===== src/rtl/mem_stage.sv =====
// mem_stage: RV32I memory-access stage between the EX/MEM register and write-back.
// Issues aligned loads/stores on a valid/ready data port. Misaligned accesses are trapped
// without a bus request. Load data is extracted and extended. Upstream is stalled while a
// load response is outstanding. Every write-back field leaves this stage through a flop.
module mem_stage #(
    parameter int ADDR_W    = 32,
    parameter int TO_CYCLES = 64
) (
    input  logic              clk,
    input  logic              rst,
    input  logic              in_valid_i,
    input  logic [31:0]       opr_res_i,
    input  logic [31:0]       rs2_data_i,
    input  logic [4:0]        rd_i,
    input  logic              wb_en_i,
    input  logic [1:0]        wb_sel_i,
    input  logic              mem_rd_i,
    input  logic              mem_wr_i,
    input  logic [2:0]        funct3_i,
    output logic              stall_o,
    output logic              dmem_req_valid_o,
    input  logic              dmem_req_ready_i,
    output logic              dmem_we_o,
    output logic [ADDR_W-1:0] dmem_addr_o,
    output logic [31:0]       dmem_wdata_o,
    output logic [3:0]        dmem_wstrb_o,
    input  logic              dmem_rvalid_i,
    input  logic [31:0]       dmem_rdata_i,
    output logic              wb_valid_o,
    output logic [31:0]       wb_opr_res_o,
    output logic [31:0]       wb_dmem_rdata_o,
    output logic [4:0]        wb_rd_o,
    output logic              wb_en_o,
    output logic [1:0]        wb_sel_o,
    output logic              misalign_o,
    output logic              bus_err_o
);

    typedef enum logic [0:0] {
        S_IDLE     = 1'b0,
        S_WAIT_RSP = 1'b1
    } state_t;

    // Counter only has to reach TO_CYCLES-1; keep at least one bit when the timeout is off.
    localparam int               CNT_W    = (TO_CYCLES < 2) ? 1 : $clog2(TO_CYCLES);
    localparam logic [CNT_W-1:0] CNT_LAST = CNT_W'(TO_CYCLES - 1);
    localparam logic             TO_EN    = (TO_CYCLES > 0);

    // Halfword needs addr[0]==0, word needs addr[1:0]==0; bytes are always aligned.
    function automatic logic is_misaligned(input logic [2:0] f3, input logic [1:0] a);
        case (f3[1:0])
            2'b01:   is_misaligned = a[0];
            2'b10:   is_misaligned = (a != 2'b00);
            default: is_misaligned = 1'b0;
        endcase
    endfunction

    // Byte strobes select the lane(s) written inside the word.
    function automatic logic [3:0] store_strb(input logic [2:0] f3, input logic [1:0] a);
        case (f3[1:0])
            2'b00:   store_strb = 4'b0001 << a;
            2'b01:   store_strb = a[1] ? 4'b1100 : 4'b0011;
            default: store_strb = 4'b1111;
        endcase
    endfunction

    // Replicate narrow store data across all lanes so the strobes pick the right one.
    function automatic logic [31:0] store_data(input logic [2:0] f3, input logic [31:0] d);
        case (f3[1:0])
            2'b00:   store_data = {4{d[7:0]}};
            2'b01:   store_data = {2{d[15:0]}};
            default: store_data = d;
        endcase
    endfunction

    // Pick the addressed byte/half out of the raw word and sign- or zero-extend it.
    function automatic logic [31:0] load_extend(input logic [2:0] f3, input logic [1:0] a,
                                                input logic [31:0] w);
        logic [7:0]  b;
        logic [15:0] h;
        case (a)
            2'b00:   b = w[7:0];
            2'b01:   b = w[15:8];
            2'b10:   b = w[23:16];
            default: b = w[31:24];
        endcase
        h = a[1] ? w[31:16] : w[15:0];
        case (f3)
            3'b000:  load_extend = {{24{b[7]}}, b};
            3'b001:  load_extend = {{16{h[15]}}, h};
            3'b100:  load_extend = {24'h000000, b};
            3'b101:  load_extend = {16'h0000, h};
            default: load_extend = w;
        endcase
    endfunction

    state_t           state_q, state_d;
    logic [CNT_W-1:0] cnt_q, cnt_d;
    logic             wb_valid_q, wb_valid_d;
    logic [31:0]      wb_opr_res_q, wb_opr_res_d;
    logic [31:0]      wb_rdata_q, wb_rdata_d;
    logic [4:0]       wb_rd_q, wb_rd_d;
    logic             wb_en_q, wb_en_d;
    logic [1:0]       wb_sel_q, wb_sel_d;
    logic             misalign_q, misalign_d;
    logic             bus_err_q, bus_err_d;
    logic             mem_op_s, mis_s, req_s, stall_s;

    // Request decode: a bus request is only raised from IDLE for an aligned memory op.
    always_comb begin
        mem_op_s = mem_rd_i | mem_wr_i;
        mis_s    = is_misaligned(funct3_i, opr_res_i[1:0]);
        req_s    = (state_q == S_IDLE) & in_valid_i & mem_op_s & ~mis_s;
    end

    // Data-port drive; fields come straight from the held EX/MEM inputs so they stay stable.
    always_comb begin
        dmem_req_valid_o = req_s;
        dmem_we_o        = req_s & mem_wr_i;
        dmem_addr_o      = {opr_res_i[ADDR_W-1:2], 2'b00};
        dmem_wdata_o     = store_data(funct3_i, rs2_data_i);
        if (req_s && mem_wr_i) begin
            dmem_wstrb_o = store_strb(funct3_i, opr_res_i[1:0]);
        end else begin
            dmem_wstrb_o = 4'b0000;
        end
    end

    // Next-state, timeout counter, stall and retire record for the write-back flops.
    always_comb begin
        state_d      = state_q;
        cnt_d        = cnt_q;
        stall_s      = 1'b0;
        wb_valid_d   = 1'b0;
        wb_en_d      = 1'b0;
        misalign_d   = 1'b0;
        bus_err_d    = 1'b0;
        wb_opr_res_d = opr_res_i;
        wb_rdata_d   = 32'h0000_0000;
        wb_rd_d      = rd_i;
        wb_sel_d     = wb_sel_i;
        case (state_q)
            S_IDLE: begin
                cnt_d = {CNT_W{1'b0}};
                if (in_valid_i && !mem_op_s) begin
                    wb_valid_d = 1'b1;
                    wb_en_d    = wb_en_i;
                end else if (in_valid_i && mis_s) begin
                    wb_valid_d = 1'b1;
                    misalign_d = 1'b1;
                end else if (req_s && mem_wr_i) begin
                    if (dmem_req_ready_i) begin
                        wb_valid_d = 1'b1;
                        wb_en_d    = wb_en_i;
                    end else begin
                        stall_s = 1'b1;
                    end
                end else if (req_s) begin
                    stall_s = 1'b1;
                    if (dmem_req_ready_i) begin
                        state_d = S_WAIT_RSP;
                    end else begin
                        state_d = S_IDLE;
                    end
                end else begin
                    wb_valid_d = 1'b0;
                end
            end
            S_WAIT_RSP: begin
                stall_s = 1'b1;
                cnt_d   = cnt_q + {{(CNT_W-1){1'b0}}, 1'b1};
                if (dmem_rvalid_i) begin
                    stall_s    = 1'b0;
                    wb_valid_d = 1'b1;
                    wb_en_d    = wb_en_i;
                    wb_rdata_d = load_extend(funct3_i, opr_res_i[1:0], dmem_rdata_i);
                    state_d    = S_IDLE;
                    cnt_d      = {CNT_W{1'b0}};
                end else if (TO_EN && (cnt_q == CNT_LAST)) begin
                    stall_s    = 1'b0;
                    wb_valid_d = 1'b1;
                    bus_err_d  = 1'b1;
                    state_d    = S_IDLE;
                    cnt_d      = {CNT_W{1'b0}};
                end else begin
                    state_d = S_WAIT_RSP;
                end
            end
            default: begin
                state_d = S_IDLE;
                cnt_d   = {CNT_W{1'b0}};
            end
        endcase
    end

    // State, counter and write-back registers; reset abandons any outstanding access.
    always_ff @(posedge clk) begin
        if (rst) begin
            state_q      <= S_IDLE;
            cnt_q        <= {CNT_W{1'b0}};
            wb_valid_q   <= 1'b0;
            wb_opr_res_q <= 32'h0000_0000;
            wb_rdata_q   <= 32'h0000_0000;
            wb_rd_q      <= 5'd0;
            wb_en_q      <= 1'b0;
            wb_sel_q     <= 2'b00;
            misalign_q   <= 1'b0;
            bus_err_q    <= 1'b0;
        end else begin
            state_q      <= state_d;
            cnt_q        <= cnt_d;
            wb_valid_q   <= wb_valid_d;
            wb_opr_res_q <= wb_opr_res_d;
            wb_rdata_q   <= wb_rdata_d;
            wb_rd_q      <= wb_rd_d;
            wb_en_q      <= wb_en_d;
            wb_sel_q     <= wb_sel_d;
            misalign_q   <= misalign_d;
            bus_err_q    <= bus_err_d;
        end
    end

    assign stall_o         = stall_s;
    assign wb_valid_o      = wb_valid_q;
    assign wb_opr_res_o    = wb_opr_res_q;
    assign wb_dmem_rdata_o = wb_rdata_q;
    assign wb_rd_o         = wb_rd_q;
    assign wb_en_o         = wb_en_q;
    assign wb_sel_o        = wb_sel_q;
    assign misalign_o      = misalign_q;
    assign bus_err_o       = bus_err_q;

endmodule


===== config.mk =====
export PLATFORM = sky130hd
export DESIGN_NAME = mem_stage
export DESIGN_NICKNAME = d
export VERILOG_FILES = /design/src/rtl/mem_stage.sv
export SDC_FILE = /design/constraint.sdc
export NUM_CORES = 1
export LEC_CHECK = 0
export CORE_ASPECT_RATIO = 1.2
export CORE_MARGIN = 2
export CORE_UTILIZATION = 38
export DETAILED_ROUTE_END_ITERATION = 12
export PLACE_DENSITY = 0.95
export SYNTH_ARGS = -nofsm -noshare
export SYNTH_HDL_FRONTEND = slang
export SYNTH_SLANG_ARGS = --single-unit

===== constraint.sdc =====
create_clock -name clk -period 3.6 [get_ports clk]
set_input_delay 0.54 -clock clk [delete_from_list [all_inputs] [get_ports clk]]
set_output_delay 0.54 -clock clk [all_outputs]
set_load 0.02 [all_outputs]

==> metrics.md <==
| Metric | Value |
|---|---|
| Final Wtd Congestion | 0.8858 |
| # diodes | 0 |
| Hold-fix buffers at CTS | 0 |
| Most instantiated cells after synthesis | 82 x dfxtp_1, 53 x nand2_1, 40 x buf_4, 40 x nor2b_1 |
| Slew headroom | 53.83% |
| Core area | 9467 um^2 |
| CTS tree | done |
| # setup viols final | 0 |
| Hold Fails Final Rpt | 0 |
| Worst vdd ir | 183.4 uV |
| Reg clk slew, reported paths | 0.06 ns |
| Reg power frac | 37.6% |
| Post-synth EDFFs | 0 |
| Root Buffer | clkbuf_16 |
| Top FF cell, synth | dfxtp_1 |
| Die H | 111.7 um |
| DR iter-0 viols | 221 |
| Number of global-route vias before repair | 3728 |
| Synth Instances | 394 |
| Ys Warns | 0 |
| Ratio of final minimum period to clock period | 94.31% |
| Input/output buffers | 257 |
| Post-Syn Area | 3670 um^2 |
| Std-Cell Rows | 39 |
| Clk_lat worst skew | 0.33 ns |
| Cell-internal power | 1864 uW |
| Cell variety after synth | 48 |
| Most frequent cell after synthesis | dfxtp_1 |
| CTS H-tree lvls | 3 |
| IO Pins | 260 |
| Worst hold slack | 0.4494 ns |
| Share of cells above drive strength 1 | 9.508% |
| Total track usage | 23.63% |
| Fin. max-slew vios | 0 |
| Post-Place Setup Slack | 0.2146 ns |
| Resize count post-CTS | 0 |
| Switch share | 25.44% |
| DRC | 0 |
| CTS Buf Count | 9 |
| NetSw | 636.0 uW |
| Crit. End Element | primary output |
| Antenna Nets Post-Route | 0 |
| Fmax | 294.5 MHz |
| Postcts setup bufs | 0 |
| DR WL/cell | 17.23 um |
| Synth area leader | dfxtp_1 |
| PwrDens | 393.2 nW/um^2 |
| Nets | 723 |
| Minimum clock period | 3.395 ns |
| HPWL after detailed placement | 9.894 mm |
| Die Wd | 93.71 um |
| Tot Pwr | 2500 uW |
| Crit Path Max Fanout | 7 |
| Syn-to-layout area delta | 73.24% |
| Gr ovfl total | 0 |
| CP Launch Type | input pin |
| Clock Skews | 0.004415 ns |
| Combinational share of power | 22.9% |
| Die area | 10460 um^2 |
| Initial core utilization | 38.77% |
| Vias | 3715 |
| First-pass GRT wire length | 19.25 mm |
| Hold crit path type | flip-flop to flip-flop |
| CP arrival | 2.86 ns |
| Max Root-Sink Buffers | 2 |
| Pre-Repair DR Iteration Count | 7 |
| Routed Wire Length | 12.63 mm |
| Status | complete, no violations |
| Pleak | 0.002433 uW |
| Share of Yosys cell area claimed by the top area cell type | 44.73% |
| Sinks on the clock net | 82 |
| Max-Cap Viols | 0 |
| Post-synthesis sequential area ratio | 44.73% |
| Worst Path Required | 3.06 ns |
| Sum Neg Setup Slack | 0 ns |
| Part of the power in the clock network | 39.5% |
| Avg Inst Size Synth | 9.314 um^2 |
| CP Class | input pin to primary output |
| RSZ-0062 raised after global routing | false |
| Yosys reg bits | 82 |
| Largest cells by area after synthesis | dfxtp_1 45%, buf_4 8.2%, nor2b_1 6.8%, nand2_1 5.4%, mux2_2 4.6% |
| Final WS setup | 0.2048 ns |
| Pin count of the biggest net entering global routing | 37 |
| Antenna violations before repair | 0 |
| Vias per cell | 5.068 |
| Worst-margin pin slew | 0.6905 ns |
| Asr flop ratio synth | 0% |
[worst paths after layout]
kind / from / end / slack (ns) / cells past startpoint
setup / recovery: funct3_i[1] / dmem_wstrb_o[3] / 0.20 / 7
hold / removal: cnt_q[0]$_SDFF_PP0_ / cnt_q[0]$_SDFF_PP0_ / 0.45 / 1
setup reg to reg: state_q$_SDFF_PP0_ / wb_dmem_rdata_o[2]$_SDFF_PP0_ / 2.13 / 3
hold reg to reg: cnt_q[0]$_SDFF_PP0_ / cnt_q[0]$_SDFF_PP0_ / 0.45 / 1
[cells in the final DEF (no fill, tap or decap), drive strengths merged, types with 3 or more instances in the layout]
cell type	n
clkdlybuf4s50	257
dfxtp	82
nand2	53
nor2b	40
a21oi	20
a31oi	17
mux2	15
nor2	14
a22oi	10
clkbuf	10
buf	9
a22o	8
nor3b	8
inv	7
a32oi	6
o22ai	6
o21ai	4
ha	4
nand3	4
nand3b	3
[cell type report]
| cell class | instances | area [um^2] |
|---|---|---|
| clock buffers | 10 | 239.0 |
| clock inverters | 6 | 88.84 |
| fillers | 701 | 3109 |
| inverters | 6 | 22.52 |
| multi-input cells | 240 | 1572 |
| flip-flops and latches | 82 | 1642 |
| well taps | 123 | 153.9 |
| repair buffers | 266 | 2640 |
[flip-flops by register name (all words and copies together) (netlist names)]
signal and cells:
wb_sel_o 2, bus_err_o 1, wb_rd_o 5, state_q 1, wb_dmem_rdata_o 32, wb_en_o 1, wb_opr_res_o 32, cnt_q 6
wb_valid_o 1, misalign_o 1
[power by group through the flow]
stage | registers, uW | clock network (uW) | logic [uW]
finish | 941 | 987 | 572
global route | 942 | 1050 | 605
CTS | 941 | 1010 | 573
detailed placement | 961 | 0 | 569
global placement | 960 | 0 | 560
floorplan | 994 | 0 | 242
[per-layer routing]
layer | track usage (%) | up-vias | share of wire [%]
met5 | 0 | - | 0
met4 | 8.889 | 0 | 2.7
met3 | 7.172 | 30 | 9.1
met2 | 45.10 | 251 | 54
met1 | 23.35 | 1695 | 34
li1 | - | 1739 | -
[cells by family after synthesis]
group	after synthesis	share of synthesized area, %
xor gates and xnor gates	3	0.7161
DFF	82	44.73
muxes	16	5.216
and+or+nand+nor	135	19.40
buffers and inverters	73	12.55
adders and majority gates	4	1.364
other	1	0.1022
AOI/OAI and AO/OA	80	15.92
[through the flow]
stage / std cells / area (um^2) / util (%)
final: 733 / 6357 / 67.16
after global routing: 733 / 6357 / 67.16
after CTS: 733 / 6357 / 67.16
after detailed placement: 717 / 6030 / 63.69
after global placement: 717 / 6030 / 63.69
after floorplan: 395 / 3674 / -
[critical path, stage by stage]
cell	delay [ns]
clkdlybuf4s50_1	0.48
inv_1	0.06
ha_1	0.25
o211ai_1	0.36
nand4_1	0.31
a21oi_1	0.21
clkdlybuf4s50_1	0.63
Note: power is estimated with default switching activity, not from simulation.
